`config.mk`:
```
export PLATFORM = sky130hd
export DESIGN_NAME = exp2_seq
export DESIGN_NICKNAME = d
export VERILOG_FILES = /design/src/rtl/exp2_seq.sv
export SDC_FILE = /design/constraint.sdc
export NUM_CORES = 1
export LEC_CHECK = 0
export BUFFER_PORTS_ARGS = -buffer_cell sky130_fd_sc_hd__buf_4
export CORE_MARGIN = 3
export CORE_UTILIZATION = 35
export CTS_CLUSTER_DIAMETER = 100
export DETAILED_ROUTE_END_ITERATION = 10
export REMOVE_ABC_BUFFERS = 1
export SKIP_CTS_REPAIR_TIMING = 1
export SLEW_MARGIN = 0
export SYNTH_ARGS = -nofsm -noshare
export SYNTH_HDL_FRONTEND = slang
export SYNTH_SLANG_ARGS = --single-unit
```
`constraint.sdc`:
```
create_clock -name clk_i -period 1.3 [get_ports clk_i]
set_input_delay 0.195 -clock clk_i [delete_from_list [all_inputs] [get_ports clk_i]]
set_output_delay 0.195 -clock clk_i [all_outputs]
set_load 0.01 [all_outputs]
```
`src/rtl/exp2_seq.sv`:
```
// -----------------------------------------------------------------------------
// exp2_seq: sequential power-of-two decoder (inverse of floor-log2).
//
// An exponent e arrives on a valid/ready handshake. The block returns the
// one-hot value 2^e on a second valid/ready handshake. If e >= WIDTH it returns
// zero and raises ovf_o. The default build is an iterative shifter that moves
// one bit position per clock.
//
// Optional build macro:
//   EXP2_SEQ_FAST_EN - when defined, the SHIFT state and its counter are
//                      removed and the result is decoded in one step. The
//                      latency is then 1 cycle for every exponent. The
//                      handshake behaviour does not change.
//
// Ports:
//   clk_i    in   1      clock; all state changes on the rising edge
//   rst_i    in   1      asynchronous reset, active-high
//   a_i      in   EXP_W  exponent, sampled only on the accepting edge
//   valid_i  in   1      requester has a valid exponent
//   ready_o  out  1      block can accept an exponent (state IDLE)
//   y_o      out  WIDTH  2^a_i, or zero on overflow
//   ovf_o    out  1      sampled a_i >= WIDTH
//   valid_o  out  1      y_o/ovf_o hold a result
//   ready_i  in   1      consumer accepts the result
//   busy_o   out  1      state is SHIFT or DONE
// -----------------------------------------------------------------------------
module exp2_seq #(
  parameter int unsigned WIDTH = 8,
  parameter int unsigned EXP_W = 8
) (
  input  logic             clk_i,
  input  logic             rst_i,
  input  logic [EXP_W-1:0] a_i,
  input  logic             valid_i,
  output logic             ready_o,
  output logic [WIDTH-1:0] y_o,
  output logic             ovf_o,
  output logic             valid_o,
  input  logic             ready_i,
  output logic             busy_o
);

  // Overflow is only reachable if WIDTH fits in the exponent field.
  localparam bit               OvfReach = ($clog2(WIDTH + 1) <= EXP_W);
  localparam logic [EXP_W-1:0] WidthE   = EXP_W'(WIDTH);

`ifdef EXP2_SEQ_FAST_EN
  typedef enum logic [1:0] {StIdle, StDone} state_t;
`else
  // Counter only needs to hold 0..WIDTH-1.
  localparam int unsigned CntW = (WIDTH > 1) ? $clog2(WIDTH) : 1;
  typedef enum logic [1:0] {StIdle, StShift, StDone} state_t;
`endif

  state_t           r_state;
  logic [WIDTH-1:0] r_y;
  logic             r_ovf;
  logic             r_valid;
  logic             r_busy;
  logic             r_ready;
  logic             w_ovf;

  assign w_ovf = OvfReach && (a_i >= WidthE);

`ifdef EXP2_SEQ_FAST_EN
  logic [WIDTH-1:0] w_onehot;
  // Only used when w_ovf is low, so a_i < WIDTH and the shift stays in range.
  assign w_onehot = WIDTH'(1) << a_i;
`else
  logic [CntW-1:0] r_cnt;
  logic [CntW-1:0] w_a_cnt;
  logic            w_a_zero;
  assign w_a_cnt  = CntW'(a_i);
  assign w_a_zero = (a_i == '0);
`endif

  always_ff @(posedge clk_i or posedge rst_i) begin
    if (rst_i) begin
      r_state <= StIdle;
      r_y     <= '0;
      r_ovf   <= 1'b0;
      r_valid <= 1'b0;
      r_busy  <= 1'b0;
      r_ready <= 1'b1;
`ifndef EXP2_SEQ_FAST_EN
      r_cnt   <= '0;
`endif
    end else begin
      unique case (r_state)
        StIdle: begin
          if (valid_i) begin
            r_ready <= 1'b0;
            r_busy  <= 1'b1;
            if (w_ovf) begin
              r_y     <= '0;
              r_ovf   <= 1'b1;
              r_valid <= 1'b1;
              r_state <= StDone;
            end
`ifdef EXP2_SEQ_FAST_EN
            else begin
              r_y     <= w_onehot;
              r_ovf   <= 1'b0;
              r_valid <= 1'b1;
              r_state <= StDone;
            end
`else
            else if (w_a_zero) begin
              r_y     <= WIDTH'(1);
              r_ovf   <= 1'b0;
              r_valid <= 1'b1;
              r_state <= StDone;
            end else begin
              r_y     <= WIDTH'(1);
              r_ovf   <= 1'b0;
              r_cnt   <= w_a_cnt;
              r_state <= StShift;
            end
`endif
          end
        end

`ifndef EXP2_SEQ_FAST_EN
        // r_cnt never exceeds WIDTH-1, so the one bit cannot shift out of range.
        StShift: begin
          r_y   <= r_y << 1;
          r_cnt <= r_cnt - CntW'(1);
          if (r_cnt == CntW'(1)) begin
            r_valid <= 1'b1;
            r_state <= StDone;
          end
        end
`endif

        // ready_o stays low on the release edge. This guarantees one IDLE cycle
        // between results.
        StDone: begin
          if (ready_i) begin
            r_valid <= 1'b0;
            r_busy  <= 1'b0;
            r_ready <= 1'b1;
            r_state <= StIdle;
          end
        end

        default: begin
          r_valid <= 1'b0;
          r_busy  <= 1'b0;
          r_ready <= 1'b1;
          r_state <= StIdle;
        end
      endcase
    end
  end

  assign ready_o = r_ready;
  assign y_o     = r_y;
  assign ovf_o   = r_ovf;
  assign valid_o = r_valid;
  assign busy_o  = r_busy;

endmodule
```
==> flow_metrics.env, run 1 <==
export IMPL_peakVddDrop_mv=0.509
export IMPL_power_uw=1330
export IMPL_final_common_cell="buf_4"
export IMPL_htree_levels=1
export IMPL_ys_seq_area_share_pct=48.5
export IMPL_grt_pass1_vias=845
export IMPL_antenna_left=0
export IMPL_slew_headroom_pct=67.8
export IMPL_ioPinCount=24
export IMPL_die_area_sq_um=3150
export IMPL_detailed_place_hpwl_mm=1.59
export IMPL_dr_first_iter_drc_count=22
export IMPL_clock_latency_ns=0.29
export IMPL_grt_usage_pct=14.5
export IMPL_fin_hold_ws_ns=0.165
export IMPL_fp_dieH_um=56.1
export IMPL_critPathMaxFanout=8
export IMPL_fin_skew_ns=0.0101
export IMPL_leakagePower_uw=0.000563
export IMPL_status="completed"
export IMPL_required_ns=1.52
export IMPL_sw_frac_of_total_pct=31.1
export IMPL_synth_async_sr_flop_share_pct=100
export IMPL_pwr_share_clk_pct=21.4
export IMPL_clock_root_buffer="clkbuf_4"
export IMPL_drc=0
export IMPL_finalHoldViolCount=0
export IMPL_path_cells="buf_4 > nor3b_1 > buf_4 > nor2_1 > a31oi_1"
export IMPL_tightest_slew_ns=0.479
export IMPL_critPathMaxStageDelay_ns=0.44
export IMPL_clkTransAtPathRegs_ns=0.11
export IMPL_synth_warnings=0
export IMPL_p_seq_share_pct=49.2
export IMPL_area_delta_synth_final_pct=38.0
export IMPL_path_class="reg -> reg"
export IMPL_grt_pass1_wl_mm=3.68
export IMPL_nets=134
export IMPL_start_util_pct=38.3
export IMPL_viasPerCell=5.54
export IMPL_startpoint_type="flip-flop"
export IMPL_grt_max_degree=18
export IMPL_ys_seq_elements=17
export IMPL_cts_sinks=17
export IMPL_synth_distinct_cells=30
export IMPL_grt_overflow=0
export IMPL_fmax_mhz=823
export IMPL_hp_class="in -> reg"
export IMPL_syn_avg_cell_area_sq_um=10.6
export IMPL_slowest_stage="dfrtp_1"
export IMPL_place_ws_ns=-0.0913
export IMPL_worst_slack_ns=0.0846
export IMPL_maxSlewViolCount=0
export IMPL_cts_buffers=3
export IMPL_drive_gt1_share_pct=42.0
export IMPL_cts_buffer_depth=2
export IMPL_die_w_um=56.1
export IMPL_drt_wl_total_mm=2.10
export IMPL_fp_coreArea_sq_um=2300
export IMPL_p_comb_share_pct=29.5
export IMPL_vias=815
export IMPL_diodes=0
export IMPL_rsz0062_at_grt="yes"
export IMPL_p_switching_uw=414
export IMPL_setup_viol=0
export IMPL_worst_ep_arrival_time_ns=1.43
export IMPL_cpMostUsedCell="buf_4"
export IMPL_yosys_most_used_dff="dfrtp_1"
export IMPL_post_route_period_util_pct=93.5
export IMPL_rows=17
export IMPL_io_buffers=23
export IMPL_antenna_found_initial=0
export IMPL_pwr_density_cell_nw_per_um2=1100
export IMPL_crit_path_end_kind="flip-flop"
export IMPL_cap_violations=0
export IMPL_place_congestion=0.804
export IMPL_syn_area_sq_um=880
export IMPL_period_minus_slack_ns=1.22
export IMPL_synthCells=83
export IMPL_p_int_uw=918
export IMPL_first_pass_iters=6
export IMPL_cts_tree="done"
export IMPL_final_cell_mix="35 x buf_4, 15 x dfrtp_1, 8 x a22o_1"
export IMPL_fill_cells=212
export IMPL_final_core_util_pct=52.8
export IMPL_wl_per_cell_um=14.3
export IMPL_synth_edf_count=0
[worst max-delay path: cells and delay by family (launching register included)]
kind	cells	cell delay (ns)
simple gates	2	0.23
flops	1	0.44
compound gates	1	0.13
buf+inv	2	0.34
[cell families (layout without fill, tap and decap cells)]
kind of cell | after synthesis | after routing | share of synthesized area (%)
AOI/OAI and AO/OA | 27 | 27 | 25.5
and+or+nand+nor | 25 | 25 | 17.4
DFF | 17 | 17 | 48.5
buffers and inverters | 11 | 47 | 4.69
adders and majority gates | 2 | 2 | 2.84
muxes | 1 | 1 | 1.14
[cell type report]
cell class | instances | area (sq um) | area share, %
tap | 28 | 35.0 | 2.89
clock buffer | 3 | 22.5 | 1.86
multi-input combinational | 55 | 424 | 34.9
sequential | 17 | 428 | 35.3
timing repair buffer | 36 | 273 | 22.5
inverter | 7 | 26.3 | 2.16
clock inverter | 1 | 5.00 | 0.412
[worst paths after layout]
kind / slack, ns / depth (start not counted) / from / to
hold / removal: 0.16 / 2 / ready_i / ready_o
setup / recovery: 0.08 / 5 / r_state[0] / ovf_o
setup reg to reg: 0.08 / 5 / r_state[0] / ovf_o
max in group asynchronous: 0.59 / 4 / rst_i / ready_o
min in group asynchronous: 0.46 / 4 / rst_i / y_o[2]
hold reg to reg: 0.51 / 1 / y_o[7] / y_o[7]
[power by group through the flow]
stage	combinational, uW	clock, uW	sequential (uW)
2_1_floorplan	175	0	669
3_3_place_gp	373	0	661
3_5_place_dp	383	0	661
4_1_cts	388	293	652
5_1_grt	441	319	668
6_report	392	285	655
[synthesized netlist by cell type (3+ instances only)]
cell type   n  area, sq um
dfrtp_1    16          400
a22o_1      8         70.1
inv_1       7         26.3
nand3_1     5         25.0
clkbuf_1    4         15.0
nand2_1     4         15.0
o21ai_0     4         20.0
nand4_1     3         18.8
nor2b_1     3         18.8
nor3b_1     3         22.5
[state kept, by name, indices dropped and copies added (netlist names)]
name	cells
valid_o	1
ready_o	1
r_state	2
y_o	8
busy_o	1
r_cnt	3
ovf_o	1
[per-layer routing]
layer	up-vias	share of wire, %	track usage [%]	wire (um)
met5	-	0	0	0
met2	30	47	23.4	979
met1	391	44	18.0	933
met4	0	1.3	5.42	28
met3	4	7.5	4.41	158
li1	390	-	-	-
[stage by stage]
stage | setup TNS [ns] | cell area [sq um] | instances
2_1_floorplan | -0.0263 | 865 | 79
3_3_place_gp | -0.297 | 1150 | 141
3_5_place_dp | -0.398 | 1150 | 141
4_1_cts | -0.0989 | 1180 | 145
5_1_grt | -0.0484 | 1210 | 147
6_report | 0 | 1210 | 147
No activity file was read; power rests on OpenSTA's default activity.
==> inputs of run 2 (changes only) <==
--- a/config.mk
+++ b/config.mk
@@ -10,6 +10,7 @@
 export CORE_UTILIZATION = 35
 export CTS_CLUSTER_DIAMETER = 100
 export DETAILED_ROUTE_END_ITERATION = 10
+export MAX_ROUTING_LAYER = met4
 export REMOVE_ABC_BUFFERS = 1
 export SKIP_CTS_REPAIR_TIMING = 1
 export SLEW_MARGIN = 0
==> flow_metrics.env, run 2 (synthesis results as in run 1) <==
export IMPL_clkTransAtPathRegs_ns=0.11
export IMPL_first_pass_iters=6
export IMPL_setup_viol=0
export IMPL_wl_per_cell_um=14.3
export IMPL_final_common_cell="buf_4"
export IMPL_detailed_place_hpwl_mm=1.59
export IMPL_vias=815
export IMPL_ioPinCount=24
export IMPL_antenna_found_initial=0
export IMPL_fill_cells=212
export IMPL_fp_coreArea_sq_um=2300
export IMPL_p_int_uw=918
export IMPL_grt_pass1_wl_mm=3.68
export IMPL_ff_latch_area_sq_um=428
export IMPL_period_minus_slack_ns=1.22
export IMPL_leakagePower_uw=0.000563
export IMPL_tightest_slew_ns=0.479
export IMPL_drc=0
export IMPL_grt_max_degree=18
export IMPL_start_util_pct=38.3
export IMPL_instances_no_fill=147
export IMPL_p_switching_uw=414
export IMPL_post_route_period_util_pct=93.5
export IMPL_p_comb_share_pct=29.4
export IMPL_dp_cells=141
export IMPL_slew_headroom_pct=67.8
export IMPL_largest_register_ffs=8
export IMPL_cts_tree="done"
export IMPL_fmax_mhz=823
export IMPL_maxSlewViolCount=0
export IMPL_cts_sinks=17
export IMPL_worstReg2RegEnd="ovf_o"
export IMPL_multi_input_area_sq_um=424
export IMPL_cpMostUsedCell="buf_4"
export IMPL_worst_ep_arrival_time_ns=1.43
export IMPL_grt_overflow=0
export IMPL_pwr_share_clk_pct=21.4
export IMPL_required_ns=1.52
export IMPL_status="completed"
export IMPL_drive_gt1_share_pct=42.0
export IMPL_clock_root_buffer="clkbuf_4"
export IMPL_drt_wl_total_mm=2.10
export IMPL_place_congestion=0.816
export IMPL_viasPerCell=5.54
export IMPL_r2r_setup_slack_ns=0.08
export IMPL_power_uw=1330
export IMPL_worstReg2RegStart="r_state[0]"
export IMPL_cts_buffer_depth=2
export IMPL_nets=134
export IMPL_fin_skew_ns=0.0101
export IMPL_io_buffers=23
export IMPL_clock_latency_ns=0.29
export IMPL_whs_endpoint="ready_o"
export IMPL_critPathMaxStageDelay_ns=0.44
export IMPL_antenna_left=0
export IMPL_critPathMaxFanout=8
export IMPL_ff2ff_path_depth=5
export IMPL_cap_violations=0
export IMPL_htree_levels=1
export IMPL_die_area_sq_um=3150
export IMPL_holdPathStages=2
export IMPL_grt_pass1_vias=847
export IMPL_path_class="reg -> reg"
export IMPL_final_cell_mix="35 x buf_4, 15 x dfrtp_1, 8 x a22o_1"
export IMPL_fp_dieH_um=56.1
export IMPL_sw_frac_of_total_pct=31.1
export IMPL_die_w_um=56.1
export IMPL_startpoint_type="flip-flop"
export IMPL_dr_first_iter_drc_count=22
export IMPL_path_cells="buf_4 > nor3b_1 > buf_4 > nor2_1 > a31oi_1"
export IMPL_grt_usage_pct=14.8
export IMPL_hp_start="ready_i"
export IMPL_finalHoldViolCount=0
export IMPL_rsz0062_at_grt="yes"
export IMPL_pwr_density_cell_nw_per_um2=1100
export IMPL_slowest_stage="dfrtp_1"
export IMPL_final_core_util_pct=52.8
export IMPL_area_delta_synth_final_pct=38.0
export IMPL_diodes=0
export IMPL_crit_path_end_kind="flip-flop"
export IMPL_cts_buffers=3
export IMPL_fin_hold_ws_ns=0.165
export IMPL_rows=17
export IMPL_p_seq_share_pct=49.2
export IMPL_peakVddDrop_mv=0.509
export IMPL_hp_class="in -> reg"
[run 2: worst max path at each step]
stage	start	to	cells past startpoint
3_5_place_dp	a_i[6]	valid_o	4
2_1_floorplan	r_state[0]	r_cnt[1]	3
3_3_place_gp	a_i[6]	r_state[1]	4
5_1_grt	r_state[0]	ovf_o	5
4_1_cts	r_state[0]	r_cnt[1]	3
6_report	r_state[0]	ovf_o	5
[run 2: per-stage QoR]
| step | cell area, sq um | worst slack, ns | setup TNS (ns) |
|---|---|---|---|
| 3_3_place_gp | 1150 | -0.0684 | -0.297 |
| 5_1_grt | 1210 | -0.0271 | -0.0484 |
| 4_1_cts | 1180 | -0.0882 | -0.0989 |
| 6_report | 1210 | 0.0849 | 0 |
| 3_5_place_dp | 1150 | -0.0913 | -0.398 |
| 2_1_floorplan | 865 | -0.0263 | -0.0263 |
[run 2: metal layers]
metal / vias up / global-route usage (%) / part of all wire (%)
met4: 0 / 5.42 / 1.3
met1: 391 / 18.1 / 46
met3: 4 / 3.71 / 6.3
met5: - / - / 0
li1: 390 / - / -
met2: 30 / 23.5 / 47
[run 2: area by class of cell]
cell class	instances	area share [%]
well taps	28	2.89
repair buffers	36	22.5
multi-input cells	55	34.9
inverters	7	2.16
clock inverters	1	0.412
clock buffers	3	1.86
flip-flops and latches	17	35.3
[run 2: critical path: cells and delay by family (launching register included)]
family                 cells  cell delay [ns]
AO/OA/AOI/OAI              1             0.13
flip-flops                 1             0.44
AND/OR/NAND/NOR            2             0.23
buffers and inverters      2             0.34
[run 2: power groups by stage]
stage	combinational, uW	sequential [uW]	clock, uW
global placement	373	661	0
global route	441	668	319
detailed placement	383	661	0
finish	392	655	285
CTS	388	652	293
floorplan	175	669	0
==> inputs of run 3 (changes only) <==
--- a/config.mk
+++ b/config.mk
@@ -7,10 +7,11 @@
 export LEC_CHECK = 0
 export BUFFER_PORTS_ARGS = -buffer_cell sky130_fd_sc_hd__buf_4
 export CORE_MARGIN = 3
-export CORE_UTILIZATION = 35
+export CORE_UTILIZATION = 46
 export CTS_CLUSTER_DIAMETER = 100
 export DETAILED_ROUTE_END_ITERATION = 10
 export MAX_ROUTING_LAYER = met4
+export PLACE_DENSITY = 0.71
 export REMOVE_ABC_BUFFERS = 1
 export SKIP_CTS_REPAIR_TIMING = 1
 export SLEW_MARGIN = 0
==> flow_metrics.env, run 3 (synthesis results as in run 1) <==
export IMPL_final_core_util_pct=69.7
export IMPL_fill_cells=169
export IMPL_fmax_mhz=824
export IMPL_antenna_left=0
export IMPL_drive_gt1_share_pct=43.0
export IMPL_grt_usage_pct=20.7
export IMPL_slew_headroom_pct=69.3
export IMPL_required_ns=1.47
export IMPL_path_class="reg -> reg"
export IMPL_post_route_period_util_pct=93.3
export IMPL_grt_overflow=0
export IMPL_dr_first_iter_drc_count=23
export IMPL_place_congestion=0.862
export IMPL_period_minus_slack_ns=1.21
export IMPL_first_pass_iters=4
export IMPL_crit_buf_inv=1
export IMPL_final_cell_mix="37 x buf_4, 14 x dfrtp_1, 8 x a22o_1"
export IMPL_slowest_stage="dfrtp_1"
export IMPL_fin_skew_ns=0.00651
export IMPL_tightest_slew_ns=0.456
export IMPL_io_buffers=23
export IMPL_finalHoldViolCount=0
export IMPL_fp_coreArea_sq_um=1760
export IMPL_p_int_uw=949
export IMPL_maxSlewViolCount=0
export IMPL_startpoint_type="flip-flop"
export IMPL_diodes=0
export IMPL_leakagePower_uw=0.000573
export IMPL_critPathMaxStageDelay_ns=0.36
export IMPL_crit_path_end_kind="flip-flop"
export IMPL_peakVddDrop_mv=0.820
export IMPL_nets=136
export IMPL_cts_buffers=3
export IMPL_tns_ns=0
export IMPL_setup_viol=0
export IMPL_status="completed"
export IMPL_largest_register_ffs=8
export IMPL_p_seq_share_pct=47.7
export IMPL_ioPinCount=24
export IMPL_worst_ep_arrival_time_ns=1.39
export IMPL_wl_per_cell_um=15.0
export IMPL_cts_buffer_depth=2
export IMPL_pwr_density_cell_nw_per_um2=1110
export IMPL_fin_area_sq_um=1230
export IMPL_drc=0
export IMPL_hp_class="in -> reg"
export IMPL_clock_root_buffer="clkbuf_4"
export IMPL_fp_dieH_um=49.7
export IMPL_path_cells="inv_1 > ha_1 > nor2b_1 > a221oi_2 > nand3_1"
export IMPL_drt_wl_total_mm=2.19
export IMPL_p_switching_uw=422
export IMPL_pwr_share_clk_pct=21.2
export IMPL_rows=15
export IMPL_cts_sinks=17
export IMPL_sw_frac_of_total_pct=30.8
export IMPL_viasPerCell=5.68
export IMPL_die_area_sq_um=2470
export IMPL_path_delay_family="flip-flops"
export IMPL_grt_max_degree=18
export IMPL_vias=829
export IMPL_p_comb_share_pct=31.0
export IMPL_instances_no_fill=146
export IMPL_htree_levels=1
export IMPL_area_delta_synth_final_pct=39.8
export IMPL_grt_pass1_vias=814
export IMPL_cap_violations=0
export IMPL_critPathMaxFanout=2
export IMPL_final_common_cell="buf_4"
export IMPL_dp_cells=140
export IMPL_grt_pass1_wl_mm=3.73
export IMPL_placed_area_sq_um=1170
export IMPL_cts_tree="done"
export IMPL_clkTransAtPathRegs_ns=0.10
export IMPL_antenna_found_initial=0
export IMPL_start_util_pct=49.9
export IMPL_die_w_um=49.7
export IMPL_detailed_place_hpwl_mm=1.73
export IMPL_rsz0062_at_grt="no"
export IMPL_clock_latency_ns=0.30
## run 3: cell types whose count changed in the layout (fill, tap and decap cells not counted), sizes merged
cell	delta
buf	+2
clkbuf	+1
clkinv	-1
## run 3: per-layer routing
metal / vias up / part of all wire [%] / global-route usage, %
met5: - / 0 / -
met4: 0 / 1.1 / 6.91
met3: 4 / 5.9 / 6.34
met2: 24 / 48 / 33.5
met1: 410 / 45 / 24.3
li1: 391 / - / -
## run 3: layout make-up
| type | count | area, sq um | area share (%) |
|---|---|---|---|
| Inverter | 7 | 26.3 | 2.14 |
| Sequential cell | 17 | 429 | 34.9 |
| Multi-Input combinational cell | 55 | 429 | 34.9 |
| Tap cell | 25 | 31.3 | 2.54 |
| Clock buffer | 4 | 26.3 | 2.14 |
| Timing Repair Buffer | 38 | 288 | 23.4 |
## run 3: stage by stage
step / setup WS, ns / hold slack (ns) / total power (uW)
3_3_place_gp: -0.104 / 0.225 / 1030
5_1_grt: 0.00167 / 0.154 / 1460
4_1_cts: -0.0976 / -0.101 / 1340
3_5_place_dp: -0.123 / 0.228 / 1050
2_1_floorplan: -0.0263 / 0.120 / 844
6_report: 0.0871 / 0.157 / 1370
## run 3: power groups by stage
stage	logic [uW]	registers [uW]	clock network, uW
floorplan	175	669	0
global placement	379	655	0
detailed placement	393	660	0
CTS	393	650	298
global route	470	668	318
finish	425	654	291
## run 3: final timing paths
check                      cells past startpoint       end  startpoint  slack (ns)
setup / recovery                               5  r_cnt[2]    r_cnt[0]        0.09
hold / removal                                 2   ready_o     ready_i        0.16
setup reg to reg                               5  r_cnt[2]    r_cnt[0]        0.09
hold reg to reg                                2   valid_o     valid_o        0.52
max in group asynchronous                      4   ready_o       rst_i        0.59
min in group asynchronous                      4    y_o[2]       rst_i        0.46
